===== config.mk =====
export PLATFORM = sky130hd
export DESIGN_NAME = cla_multiword_sequencer_flat
export DESIGN_NICKNAME = d
export VERILOG_FILES = /design/src/rtl/cla_multiword_sequencer_pkg.sv /design/src/rtl/cla_multiword_sequencer_if.sv /design/src/rtl/cla_multiword_sequencer_cla.sv /design/src/rtl/cla_multiword_sequencer.sv /design/src/flat_wrapper.sv
export SDC_FILE = /design/constraint.sdc
export NUM_CORES = 1
export LEC_CHECK = 0
export ABC_AREA = 1
export BUFFER_PORTS_ARGS = -buffer_cell sky130_fd_sc_hd__buf_2
export CAP_MARGIN = 10
export CELL_PAD_IN_SITES_DETAIL_PLACEMENT = 0
export CELL_PAD_IN_SITES_GLOBAL_PLACEMENT = 1
export CORE_MARGIN = 3
export CORE_UTILIZATION = 40
export CTS_BUF_LIST = sky130_fd_sc_hd__clkbuf_8
export DETAILED_ROUTE_END_ITERATION = 8
export GPL_TIMING_DRIVEN = 0
export HOLD_SLACK_MARGIN = 0.08
export PLACE_DENSITY = 0.86
export SYNTH_ARGS = -nofsm -noshare
export SYNTH_HDL_FRONTEND = slang
export SYNTH_HIERARCHICAL = 1
export SYNTH_SLANG_ARGS = --single-unit

===== constraint.sdc =====
create_clock -name clk -period 3.1 [get_ports clk]
set_input_delay 0.62 -clock clk [delete_from_list [all_inputs] [get_ports clk]]
set_output_delay 0.62 -clock clk [all_outputs]
set_load 0.05 [all_outputs]

===== src/rtl/cla_multiword_sequencer_pkg.sv =====
// Shared types and helpers for the multi-word carry-lookahead sequencer.
// State encoding, the slice-counter width function and the default slice geometry.
package cla_multiword_sequencer_pkg;

    typedef enum logic [1:0] {
        ST_IDLE = 2'd0,
        ST_RUN  = 2'd1,
        ST_DONE = 2'd2
    } state_t;

    localparam int DEF_N = 4;
    localparam int DEF_K = 4;

    function automatic int cnt_width(input int k);
        return (k <= 1) ? 1 : $clog2(k);
    endfunction

endpackage


===== src/rtl/cla_multiword_sequencer_if.sv =====
// Request/result bus of the multi-word sequencer. The sub signal exists only
// when SUBTRACT_EN is defined.
interface cla_multiword_sequencer_if
    import cla_multiword_sequencer_pkg::*;
    #(parameter int W = DEF_N * DEF_K);

    // A transfer happens on a rising edge where valid && ready. The producer holds
    // its payload stable while valid is high; ready may depend on state but never on valid.
    logic         in_valid;
    logic         in_ready;
    logic [W-1:0] a;
    logic [W-1:0] b;
    logic         cin;
`ifdef SUBTRACT_EN
    logic         sub;
`endif
    logic         out_valid;
    logic         out_ready;
    logic [W-1:0] sum;
    logic         cout;

    modport master (
`ifdef SUBTRACT_EN
        output sub,
`endif
        output in_valid, a, b, cin, out_ready,
        input  in_ready, out_valid, sum, cout
    );

    modport slave (
`ifdef SUBTRACT_EN
        input  sub,
`endif
        input  in_valid, a, b, cin, out_ready,
        output in_ready, out_valid, sum, cout
    );

endinterface


===== src/rtl/cla_multiword_sequencer_cla.sv =====
// N-bit gate-level carry-lookahead adder; every carry is a flat
// generate/propagate sum-of-products rather than a ripple chain.
module carry_look_ahead_adder #(
    parameter int N = 4
) (
    input  logic [N-1:0] a,
    input  logic [N-1:0] b,
    input  logic         cin,
    output logic [N-1:0] sum,
    output logic         cout
);

    logic [N-1:0] g;
    logic [N-1:0] p;
    logic [N:0]   c;

    assign g = a & b;
    assign p = a ^ b;

    // c[i+1] = g[i] | p[i]g[i-1] | ... | p[i..0]cin
    always_comb begin
        logic acc;
        logic prod;
        c    = '0;
        acc  = 1'b0;
        prod = 1'b0;
        c[0] = cin;
        for (int i = 0; i < N; i++) begin
            acc  = g[i];
            prod = p[i];
            for (int j = i - 1; j >= 0; j--) begin
                acc  = acc | (prod & g[j]);
                prod = prod & p[j];
            end
            c[i+1] = acc | (prod & cin);
        end
    end

    assign sum  = p ^ c[N-1:0];
    assign cout = c[N];

endmodule


===== src/rtl/cla_multiword_sequencer.sv =====
// Wide adder that streams K slices of N bits, LSB first, through one CLA slice.
// Optional feature macro: SUBTRACT_EN (adds a sub request computing a - b).
module cla_multiword_sequencer
    import cla_multiword_sequencer_pkg::*;
#(
    parameter int N = DEF_N,
    parameter int K = DEF_K
) (
    input  logic   clk,
    input  logic   rst_n,
    cla_multiword_sequencer_if.slave bus,
    output logic   busy,
    output state_t dbg_state
);

    localparam int W  = N * K;
    localparam int CW = cnt_width(K);
    localparam logic [CW-1:0] LAST = CW'(K - 1);

    state_t        state, state_nxt;
    logic [CW-1:0] cnt;
    logic          carry_q;
    logic [W-1:0]  a_q, b_q, sum_q, sum_shifted;
    logic          cout_q;
    logic [N-1:0]  slice_sum;
    logic          slice_cout;
    logic          do_sub;
    logic          accept;

`ifdef SUBTRACT_EN
    assign do_sub = bus.sub;
`else
    assign do_sub = 1'b0;
`endif

    carry_look_ahead_adder #(.N(N)) u_slice (
        .a    (a_q[N-1:0]),
        .b    (b_q[N-1:0]),
        .cin  (carry_q),
        .sum  (slice_sum),
        .cout (slice_cout)
    );

    // Each slice result enters at the MSB end, so after K shifts slice 0 sits at the bottom.
    generate
        if (K == 1) begin : g_single
            assign sum_shifted = slice_sum;
        end else begin : g_multi
            assign sum_shifted = {slice_sum, sum_q[W-1:N]};
        end
    endgenerate

    always_comb begin
        state_nxt = state;
        case (state)
            ST_IDLE: if (bus.in_valid)   state_nxt = ST_RUN;
            ST_RUN:  if (cnt == LAST)    state_nxt = ST_DONE;
            ST_DONE: if (bus.out_ready)  state_nxt = ST_IDLE;
            default:                     state_nxt = ST_IDLE;
        endcase
    end

    assign accept        = (state == ST_IDLE) && bus.in_valid;
    assign bus.in_ready  = (state == ST_IDLE);
    assign bus.out_valid = (state == ST_DONE);
    assign busy          = (state == ST_RUN) || (state == ST_DONE);
    assign bus.sum       = sum_q;
    assign bus.cout      = cout_q;
    assign dbg_state     = state;

    always_ff @(posedge clk or negedge rst_n) begin
        if (!rst_n) state <= ST_IDLE;
        else        state <= state_nxt;
    end

    always_ff @(posedge clk or negedge rst_n) begin
        if (!rst_n) begin
            a_q     <= '0;
            b_q     <= '0;
            sum_q   <= '0;
            cout_q  <= 1'b0;
            carry_q <= 1'b0;
            cnt     <= '0;
        end else if (accept) begin
            a_q     <= bus.a;
            b_q     <= do_sub ? ~bus.b : bus.b;
            carry_q <= do_sub ? 1'b1 : bus.cin;
            cnt     <= '0;
        end else if (state == ST_RUN) begin
            a_q     <= a_q >> N;
            b_q     <= b_q >> N;
            sum_q   <= sum_shifted;
            carry_q <= slice_cout;
            cnt     <= cnt + CW'(1);
            if (cnt == LAST) cout_q <= slice_cout;
        end
    end

endmodule

===== src/flat_wrapper.sv =====
// flat-port wrapper written by rule: the top's interface ports become plain ports
module cla_multiword_sequencer_flat import cla_multiword_sequencer_pkg::*;
#(
    parameter int N = DEF_N,
    parameter int K = DEF_K
)
  (clk, rst_n, busy, dbg_state, bus_in_valid, bus_a, bus_b, bus_cin, bus_out_ready, bus_in_ready, bus_out_valid, bus_sum, bus_cout);
  cla_multiword_sequencer_if bus_i ();
  input  logic clk;
  input  logic rst_n;
  output logic busy;
  output state_t dbg_state;
  input wire logic [$bits(bus_i.in_valid)-1:0] bus_in_valid;
  input wire logic [$bits(bus_i.a)-1:0] bus_a;
  input wire logic [$bits(bus_i.b)-1:0] bus_b;
  input wire logic [$bits(bus_i.cin)-1:0] bus_cin;
  input wire logic [$bits(bus_i.out_ready)-1:0] bus_out_ready;
  output wire logic [$bits(bus_i.in_ready)-1:0] bus_in_ready;
  output wire logic [$bits(bus_i.out_valid)-1:0] bus_out_valid;
  output wire logic [$bits(bus_i.sum)-1:0] bus_sum;
  output wire logic [$bits(bus_i.cout)-1:0] bus_cout;
  assign bus_i.in_valid = bus_in_valid;
  assign bus_i.a = bus_a;
  assign bus_i.b = bus_b;
  assign bus_i.cin = bus_cin;
  assign bus_i.out_ready = bus_out_ready;
  assign bus_in_ready = bus_i.in_ready;
  assign bus_out_valid = bus_i.out_valid;
  assign bus_sum = bus_i.sum;
  assign bus_cout = bus_i.cout;
  cla_multiword_sequencer #(.N(N), .K(K)) u_core (.clk(clk), .rst_n(rst_n), .bus(bus_i), .busy(busy), .dbg_state(dbg_state));
endmodule

==> results_dict.tcl, run 1 <==
set metrics [dict create \
    setup_ws_ns 1.11 \
    die_area_mm2 0.00734 \
    synth_top_area_share_pct 53.3 \
    crit_fanout 5 \
    dieHeight_um 85.6 \
    clock-sinks 54 \
    post_drt_wl_per_cell_um 13.1 \
    postCtsSetupRepairBufs 0 \
    ctsHoldBuffers 0 \
    placedCellCount 432 \
    dr_total_vias 2166 \
    critPathLaunchType "flop" \
    syn_area_mm2 0.00254 \
    drt_iter0_markers 127 \
    drt-pass1-iter-count 4 \
    vdd_drop_max_mv 0.670 \
    syn_inst 299 \
    ios 59 \
    powerDensity_mw_per_mm2 1220 \
    synth_area_leader_cell "dfrtp_1" \
    post-route-drc-count 0 \
    power_leakage_nw 1.61 \
    ys_seq_area_share_pct 53.3 \
    clkTransAtPathRegs_ns 0.10 \
    post_cts_resized 0 \
    netlist_top_cells_count "nand2_1 (101), dfrtp_1 (54), nand3_1 (32)" \
    ys_ff_latch 54 \
    routed_wl_um 5770 \
    nFillCells 585 \
    postSynthAreaPerCell_um2 8.49 \
    endpoint_kind "output pin" \
    place_ws_ns 1.36 \
    min_period_ns 1.99 \
    drive_gt1_share_pct 23.0 \
    synth.distinct_cells 19 \
    drv_slew 0 \
    synth_edf_count 0 \
    insertion_delay_ns 0.31 \
    cts_buffers 5 \
    fp.dieW_um 85.6 \
    clock_path_buffers 2 \
    htree_num_levels 2 \
    start_util_pct 42.1 \
    finalHoldViolations 0 \
    min_period_over_period_pct 64.3 \
    worstHoldPathType "input port to asynchronous set/reset pin" \
    clock_skew_ns 0.0103 \
    rsz0062_at_grt "no" \
    syn_to_final_growth_pct 19.8 \
    numPortBuffers 58 \
    rows 28 \
    syn_nets 347 \
    max_freq_mhz 501 \
    grt_remaining_overflow 0 \
    vias_per_cell 4.91 \
    antenna_found_initial 0 \
    max-slew-margin-rel_pct 52.8 \
    total_power_w 0.00370 \
    async_flop_share_pct 100 \
    cts_tree "yes" \
    grt_usage_pct 16.5 \
    setup_viol_count_final 0 \
    place_congestion 0.760 \
    nets 413 \
    coreArea_mm2 0.00603 \
    final_core_util_pct 50.5 \
    cap_violations 0 \
    cp.arrival_ns 1.37 \
    crit_required_ns 2.48 \
    grt_pass1_wl_um 9780 \
    status "finished clean" \
    final.setup.tns_ns 0 \
    grt_pass1_vias 2100 \
    clockRootBuffer "clkbuf_8" \
    dp_hpwl_um 4160 \
    drt.antenna.violating_nets 0 \
    yosysMostFrequentCell "nand2_1" \
    stdcell_count 441 \
    num_antenna_cells 0 \
    ys.flop_type "dfrtp_1" \
    worst_slew_pin_slew_ns 0.708 \
    synth_warnings 6 \
    synthTopCellsByArea "dfrtp_1 (53%), nand2_1 (15%), nand3_1 (6.3%)" \
    crit_type "flop to output pin" \
    grt_max_degree 55 \
]
-- sequential cells by signal, indices dropped and copies added (netlist names) --
signal,count
u_core/cnt,2
u_core/bus.cout,1
u_core/b_q,16
u_core/a_q,16
u_core/carry_q,1
u_core/dbg_state,2
u_core/bus.sum,16
-- metrics by stage --
| step | instance area (um2) | hold slack [ns] |
|---|---|---|
| after global routing | 3040 | 0.392 |
| after CTS | 3020 | 0.483 |
| after global placement | 2920 | 0.453 |
| after floorplan | 2540 | 0.324 |
| after detailed placement | 2920 | 0.458 |
| final | 3040 | 0.355 |
-- critical path, cell delays in order, from the launching register on --
cell     delay (ns)
dfrtp_1        0.43
inv_1          0.10
ha_1           0.28
buf_2          0.25
-- final timing paths --
kind / startpoint / endpoint / slack, ns / depth (start not counted)
hold / removal: rst_n / u_core/bus.sum[4] / 0.36 / 1
max in group asynchronous: rst_n / u_core/carry_q / 2.16 / 2
hold reg to reg: u_core/b_q[13] / u_core/b_q[13] / 0.48 / 2
setup / recovery: u_core/dbg_state[0] / busy / 1.11 / 3
min in group clk: u_core/b_q[13] / u_core/b_q[13] / 0.48 / 2
setup reg to reg: u_core/dbg_state[0] / u_core/a_q[0] / 1.42 / 6
-- where the power goes --
| part | internal (W) | total, W | switching, W |
|---|---|---|---|
| registers | 0.00106 | 0.00126 | 0.000206 |
| logic | 0.000625 | 0.00201 | 0.00138 |
| clock network | 0.000185 | 0.000425 | 0.000240 |
-- logic make-up (layout without fill, tap and decap cells) --
logic type	Yosys count	after routing	synth area share, %
and+or+nand+nor	164	164	26.5
adders and majority gates	11	11	5.72
xor gates and xnor gates	2	2	0.690
AOI/OAI and AO/OA	30	30	6.51
buffers and inverters	38	105	7.30
DFF	54	54	53.3
-- layout make-up --
| type | instances | area [um2] | area share [%] |
|---|---|---|---|
| Clock buffer | 6 | 82.6 | 2.72 |
| Multi-Input combinational cell | 207 | 1000 | 32.9 |
| Inverter | 22 | 82.6 | 2.72 |
| Tap cell | 75 | 93.8 | 3.09 |
| Sequential cell | 54 | 1350 | 44.4 |
| Timing Repair Buffer | 59 | 310 | 10.2 |
| Clock inverter | 2 | 16.3 | 0.535 |
| Buffer | 16 | 103 | 3.37 |
-- cell usage in the layout (no fill, tap or decap) --
cell type   instances
a21oi_1             9
a31oi_1            12
buf_12              1
buf_2              65
buf_4               7
buf_6               1
clkbuf_1            1
clkbuf_8            6
clkinvlp_4          1
dfrtp_1            54
fa_1                1
ha_1               10
inv_1              22
inv_6               1
nand2_1           101
nand2_2             1
nand3_1            32
nand4_1             4
nor2_1             24
nor2_2              1
o21ai_0             9
or2_0               1
xnor2_1             2
-- per-layer routing --
metal | vias up | part of all wire (%) | GRT usage (%)
li1 | 1083 | - | -
met1 | 1024 | 46 | 22.4
met2 | 55 | 49 | 27.8
met3 | 4 | 4.9 | 2.59
met4 | 0 | 0.73 | 3.88
met5 | - | 0 | 0
Power figures use the tool's default switching activity.
==> run 2, diff against run 1 <==
==> constraint.sdc (replaced) <==
create_clock -name clk -period 2 [get_ports clk]
set_input_delay 0.4 -clock clk [delete_from_list [all_inputs] [get_ports clk]]
set_output_delay 0.4 -clock clk [all_outputs]
set_load 0.05 [all_outputs]
==> run 2 against run 1 <==
Critical path depth did not move. Clock power is 110% higher. Register-to-register slack worse by 1.0 ns. Sequential power is 56% higher. Core utilization increased by 0.77 points. Hold slack lost 0.22 ns. First-iteration DRC count decreased by 29%. Global-route usage grew 0.071 points. Design area grew 1.5%. Die area is the same. Wire length shrank 0.16%. Via count decreased by 1.5%. Largest power group unchanged. Highest routed layer unchanged.
==> results_dict.tcl, run 2 (same netlist as run 1, synthesis figures left out) <==
set metrics [dict create \
    status "finished clean" \
    numPortBuffers 58 \
    min_period_ns 1.81 \
    wl_met2_um 2760 \
    grt_remaining_overflow 0 \
    clkTransAtPathRegs_ns 0.10 \
    wl_met1_um 2670 \
    post_cts_resized 0 \
    dieHeight_um 85.6 \
    layout_common_cells "nand2_1 (101), buf_2 (65), dfrtp_1 (54), nand3_1 (32), nor2_1 (24)" \
    cp_slowest_stage_delay_ns 0.41 \
    ios 59 \
    nets 413 \
    final_core_util_pct 51.2 \
    crit_fanout 4 \
    stdcell_count 441 \
    powerDensity_mw_per_mm2 1930 \
    vias_per_cell 4.84 \
    die_area_mm2 0.00734 \
    power_leakage_nw 1.64 \
    crit_required_ns 1.60 \
    setup_viol_count_final 0 \
    rsz0062_at_grt "no" \
    max_freq_mhz 553 \
    grt_usage_pct 16.6 \
    start_util_pct 42.1 \
    clock-sinks 54 \
    max-slew-margin-rel_pct 52.5 \
    routed_wl_um 5760 \
    syn_to_final_growth_pct 21.6 \
    cap_violations 0 \
    grt_pass1_vias 2114 \
    insertion_delay_ns 0.31 \
    layout_commonest_cell "nand2_1" \
    critPathLaunchType "flop" \
    endpoint_kind "output pin" \
    min_period_over_period_pct 90.3 \
    grt_max_degree 55 \
    timing.hold.ws_ns 0.131 \
    postPlaceCellArea_mm2 0.00292 \
    post_drt_wl_per_cell_um 13.1 \
    crit_type "flop to output pin" \
    dp_hpwl_um 4110 \
    stdcell_area_mm2 0.00309 \
    rows 28 \
    crit_chain "inv_1, ha_2, buf_2" \
    postCtsSetupRepairBufs 0 \
    drt-pass1-iter-count 4 \
    antenna_found_initial 0 \
    coreArea_mm2 0.00603 \
    drv_slew 0 \
    worst_slew_pin_slew_ns 0.713 \
    placedCellCount 432 \
    fp.dieW_um 85.6 \
    dr_total_vias 2133 \
    maxUsedRoutingLayer "met4" \
    drive_gt1_share_pct 23.2 \
    drt_iter0_markers 90 \
    finalHoldViolations 0 \
    final.setup.tns_ns 0 \
    post-route-drc-count 0 \
    place_congestion 0.753 \
    cts_buffers 5 \
    worstHoldPathType "input port to asynchronous set/reset pin" \
    cp_slowest_cell "dfrtp_1" \
    dr_wl_met3_um 269 \
    cts_tree "yes" \
    grt_pass1_wl_um 9670 \
    ctsHoldBuffers 0 \
    clock_path_buffers 2 \
    vdd_drop_max_mv 1.03 \
    cp.arrival_ns 1.41 \
    clock_skew_ns 0.00893 \
    htree_num_levels 2 \
    drt.antenna.violating_nets 0 \
    clockRootBuffer "clkbuf_8" \
    num_antenna_cells 0 \
    nFillCells 598 \
]
-- run 2: worst max-delay path, delay by kind of cell, from the launching register on --
family                     cells  cell delay, ns
DFF                            1            0.41
buffers and inverters          2            0.36
adders and majority gates      1            0.32
-- run 2: layer usage --
layer  vias to the layer above  track usage, %
met3                         6            3.75
li1                       1088               -
met1                       989            20.7
met2                        50            28.7
met4                         0            5.04
met5                         -               0
-- run 2: power breakdown --
group | switching, W | internal (W) | leakage, nW
Combinational | 0.00215 | 0.000974 | 0.905
Clock | 0.000357 | 0.000534 | 0.0714
Sequential | 0.000320 | 0.00164 | 0.660
-- run 2: area by class of cell --
cell class	count	area (um2)	share of cell area (%)
tap	75	93.8	3.04
sequential	54	1350	43.8
timing repair buffer	59	310	10.1
buffer	16	103	3.32
multi-input combinational	207	1000	32.5
clock inverter	2	60.1	1.95
inverter	22	82.6	2.68
clock buffer	6	82.6	2.68
-- run 2: final timing paths --
check	from	endpoint	slack [ns]	cells after the start
max in group asynchronous	rst_n	u_core/b_q[12]	1.29	2
worst min register to register	u_core/b_q[13]	u_core/b_q[13]	0.48	2
worst min-delay path	rst_n	u_core/bus.sum[0]	0.13	1
worst max register to register	u_core/dbg_state[0]	u_core/a_q[0]	0.37	6
worst max-delay path	u_core/dbg_state[1]	busy	0.19	3
min in group clk	bus_a[13]	u_core/a_q[13]	0.28	3
-- run 2: per-stage QoR --
| stage | power (W) | setup WS (ns) |
|---|---|---|
| 5_1_grt | 0.00647 | 0.115 |
| 3_3_place_gp | 0.00503 | 0.400 |
| 2_1_floorplan | 0.00436 | 0.167 |
| 4_1_cts | 0.00602 | 0.187 |
| 6_report | 0.00597 | 0.193 |
| 3_5_place_dp | 0.00512 | 0.383 |
